**config.mk**
```make
export PLATFORM = sky130hd
export DESIGN_NAME = w_input_conditioner
export DESIGN_NICKNAME = d
export VERILOG_FILES = /design/src/rtl/w_input_conditioner.sv
export SDC_FILE = /design/constraint.sdc
export NUM_CORES = 1
export LEC_CHECK = 0
export ABC_AREA = 1
export BUFFER_PORTS_ARGS = -buffer_cell sky130_fd_sc_hd__clkbuf_2
export CAP_MARGIN = 40
export CORE_MARGIN = 2
export CORE_UTILIZATION = 41
export DETAILED_ROUTE_END_ITERATION = 12
export GPL_ROUTABILITY_DRIVEN = 1
export HOLD_SLACK_MARGIN = 0.05
export PLACE_DENSITY_LB_ADDON = 0.12
export SLEW_MARGIN = 40
export SYNTH_ARGS = -nofsm -noshare
export SYNTH_HDL_FRONTEND = slang
export SYNTH_SLANG_ARGS = --single-unit
```
**constraint.sdc**
```tcl
create_clock -name clk -period 3 [get_ports clk]
set_clock_uncertainty 0.1 [all_clocks]
set_input_delay 0.9 -clock clk [delete_from_list [all_inputs] [get_ports clk]]
set_output_delay 0.9 -clock clk [all_outputs]
set_load 0.01 [all_outputs]
```
**src/rtl/w_input_conditioner.sv**
```systemverilog
// Debounces a raw switch level into a clean, clk-synchronous w plus edge strobes and debug state.
// Optional macro W_INPUT_SYNC_EN adds a two-flop synchronizer in front of the debounce FSM.
module w_input_conditioner #(
  parameter int DEBOUNCE_CYCLES = 4,
  parameter int CNT_W           = 8
) (
  input  logic       clk,
  input  logic       reset,
  input  logic       raw_in,
  output logic       w,
  output logic       w_rise,
  output logic       w_fall,
  output logic       stable,
  output logic [1:0] State
);

  typedef enum logic [1:0] {
    LOW       = 2'b00,
    WAIT_HIGH = 2'b01,
    HIGH      = 2'b11,
    WAIT_LOW  = 2'b10
  } state_t;

  localparam logic [CNT_W-1:0] CNT_LAST = CNT_W'(DEBOUNCE_CYCLES - 1);
  localparam logic [CNT_W-1:0] CNT_ONE  = CNT_W'(1);

  logic s;

`ifdef W_INPUT_SYNC_EN
  logic [1:0] sync_reg;

  always_ff @(posedge clk or negedge reset) begin
    if (!reset) begin
      sync_reg <= 2'b00;
    end else begin
      sync_reg <= {sync_reg[0], raw_in};
    end
  end

  assign s = sync_reg[1];
`else
  // Input is already synchronous to clk.
  assign s = raw_in;
`endif

  state_t           state_reg, state_next;
  logic [CNT_W-1:0] cnt_reg, cnt_next;
  logic             w_reg, w_next;
  logic             rise_reg, rise_next;
  logic             fall_reg, fall_next;
  logic             stable_reg, stable_next;

  always_ff @(posedge clk or negedge reset) begin
    if (!reset) begin
      state_reg  <= LOW;
      cnt_reg    <= '0;
      w_reg      <= 1'b0;
      rise_reg   <= 1'b0;
      fall_reg   <= 1'b0;
      stable_reg <= 1'b1;
    end else begin
      state_reg  <= state_next;
      cnt_reg    <= cnt_next;
      w_reg      <= w_next;
      rise_reg   <= rise_next;
      fall_reg   <= fall_next;
      stable_reg <= stable_next;
    end
  end

  always_comb begin
    state_next = state_reg;
    cnt_next   = cnt_reg;
    w_next     = w_reg;
    rise_next  = 1'b0;
    fall_next  = 1'b0;
    case (state_reg)
      LOW: begin
        if (s) begin
          state_next = WAIT_HIGH;
          cnt_next   = CNT_ONE;
        end
      end
      WAIT_HIGH: begin
        // A bounce drops back to the settled level and discards the count.
        if (!s) begin
          state_next = LOW;
          cnt_next   = '0;
        end else if (cnt_reg == CNT_LAST) begin
          state_next = HIGH;
          cnt_next   = '0;
          w_next     = 1'b1;
          rise_next  = 1'b1;
        end else begin
          cnt_next = cnt_reg + CNT_ONE;
        end
      end
      HIGH: begin
        if (!s) begin
          state_next = WAIT_LOW;
          cnt_next   = CNT_ONE;
        end
      end
      WAIT_LOW: begin
        if (s) begin
          state_next = HIGH;
          cnt_next   = '0;
        end else if (cnt_reg == CNT_LAST) begin
          state_next = LOW;
          cnt_next   = '0;
          w_next     = 1'b0;
          fall_next  = 1'b1;
        end else begin
          cnt_next = cnt_reg + CNT_ONE;
        end
      end
      default: begin
        state_next = LOW;
        cnt_next   = '0;
      end
    endcase
    stable_next = (state_next == LOW) || (state_next == HIGH);
  end

  assign w      = w_reg;
  assign w_rise = rise_reg;
  assign w_fall = fall_reg;
  assign stable = stable_reg;
  assign State  = state_reg;

endmodule

```
==> run metrics <==
part of the Yosys area used for sequential elements=41.20%; critical path arrival=0.92 ns; Reg2Reg Depth=8; Die Footprint=2462 um^2; Setup TNS=0 ns; Top FF cell, synth=dfrtp_1; Die Width=49.62 um; Post-CTS Hold Buffers=0; DP HPWL=1.189 mm; Worst Hold Class=primary input to asynchronous set/reset pin; GRT Overall Usage=13.81%; Largest register FFs=8; Sw Share=40.85%; crit end category=output pin; Startpoint Class=flop; CTS tree=done; most common cell after layout, fill and taps aside=nand2_1; FF+latch count, synth=14; Finished Layout Cells=150; GP Congestion=0.8359; Flop pwr share=37.2%; CTS buffer count=3; Vias=697; DRT Pass-1 Iters=4; Post-Syn Area=853.3 um^2; delay-heaviest family, CP=flip-flops; Layout area overhead=12.90%; PD cells=715.7 nW/um^2; DR DRC count=0; Final Cycle Share=63.91%; leakage power=0.4820 nW; Mapped Cells=111; setup violators final=0; clock power share=20.3%; Num Clock Sinks=14; pin count of the biggest net entering global routing=15; RR Startpoint=State[1]; outcome=finished clean; number of synthesized flops with an enable pin=0; Critical Path RT=2.00 ns; worst rel slew slack=76.36%; top-level I/O count=9; Syn Nets=120; Worst-Margin Slew=0.3546 ns; Die Y-Extent=49.62 um; Root Driver=clkbuf_4; Yosys cell types=23; Final ANT Viol Nets=0; initial antenna violation count=0; RSZ-0062 raised after global routing=no; first-pass GRT wire length=2.546 mm; worst skew pair latency=0.28 ns; Comb power frac=42.6%; Iter 0 DRT Violations=9; CTS Buffer Depth=2; Initial Util=43.49%; n_diodes=0; reg-to-reg slack, setup=1.31 ns; minimum clock period=1.917 ns; total core area=1962 um^2; num rows=16; Yosys warnings=0; Final Hold Viols=0; H-Tree Depth=1; asr flop ratio synth=100.0%; Critical path buffers and inverters=1; CP Class=flop to output pin; Max Clock Freq=521.6 MHz; # port buffers=8; Pint=0.4079 mW; fin nets=133; Final Max Slew Viols=0; Worst VDD drop=0.4301 mV; Resized cells post-CTS=0; Inst Count DP=146; syn avg cell area=7.688 um^2; CP cell instances=clkbuf_2; Net Switching=0.2816 mW; grt ovf=0; total wire length=1.510 mm; vias in the first global route=586; CP max stage delay=0.52 ns; CP max FO=1; slowest CP cell=dfstp_2; clock transition at the registers of the reported paths=0.09 ns; Avg Vias per Cell=4.647; Setup Fix Bufs, Post-CTS=0; layout cell share with drive strength beyond 1=18.70%; WL/cell=10.07 um; R2R Path End=cnt_reg[5]; most frequent cells in the layout=29 x nand2_1, 18 x inv_1, 13 x dfrtp_1; MaxCap Viol Count=0
==> cells in the mapped netlist, types with 2 or more instances <==
master | number | area share [%]
a21oi_1 | 4 | 2.3
dfrtp_1 | 13 | 38
ha_1 | 6 | 8.8
inv_1 | 18 | 7.9
nand2_1 | 29 | 13
nand2_2 | 2 | 1.5
nand3_1 | 7 | 4.1
nor2_1 | 12 | 5.3
nor3_1 | 2 | 1.2
o21ai_0 | 3 | 1.8
o31ai_1 | 2 | 1.8
xor2_1 | 2 | 2.1
==> routing by layer <==
layer | global-route usage [%] | vias to the layer above | share of wire [%] | wire length [um]
met5 | 0 | - | 0 | 0
li1 | - | 368 | - | -
met4 | 5.556 | 0 | 1.1 | 16
met2 | 21.56 | 5 | 45 | 686
met1 | 18.11 | 322 | 51 | 772
met3 | 3.636 | 2 | 2.3 | 35
==> per-stage QoR <==
stage	cell area, um^2	worst slack, ns	util [%]	hold WS (ns)	power (mW)
final	963.4	1.083	49.11	0.4088	0.6895
after global routing	963.4	1.039	49.11	0.4240	0.7606
after CTS	963.4	1.073	49.11	0.4191	0.6979
after detailed placement	927.1	0.9673	47.26	0.3980	0.5557
after global placement	927.1	0.9580	47.26	0.3772	0.5527
after floorplan	853.3	1.281	-	0.3743	0.4790
==> area by class of cell <==
cell class / count / area (um^2)
Timing Repair Buffer: 8 / 40.04
Clock buffer: 4 / 36.28
Sequential cell: 14 / 351.6
Inverter: 19 / 71.32
Multi-Input combinational cell: 78 / 430.4
Tap cell: 27 / 33.78
Fill cell: 219 / 998.5
==> power groups by stage <==
| stage | Clock [mW] | Combinational, mW | Sequential (mW) |
|---|---|---|---|
| after floorplan | 0 | 0.211 | 0.268 |
| after global placement | 0 | 0.293 | 0.260 |
| after detailed placement | 0 | 0.294 | 0.261 |
| after CTS | 0.144 | 0.297 | 0.258 |
| after global routing | 0.154 | 0.343 | 0.264 |
| final | 0.140 | 0.294 | 0.256 |
==> worst max-delay path by stage <==
stage	to	cells after the start	slack, ns	startpoint
floorplan	cnt_reg[5]	7	1.28	raw_in
global placement	cnt_reg[5]	8	0.96	raw_in
detailed placement	cnt_reg[5]	8	0.97	raw_in
CTS	stable	1	1.07	stable
global route	stable	1	1.04	stable
finish	stable	1	1.08	stable
==> logic make-up after synthesis <==
logic type | Yosys count | share of synthesized area, %
flops | 14 | 41.20
fa+ha+maj | 6 | 8.797
buf+inv | 19 | 8.357
xor+xnor | 2 | 2.053
simple gates | 57 | 29.91
compound gates | 13 | 9.678
Note: power is estimated with default switching activity, not from simulation.
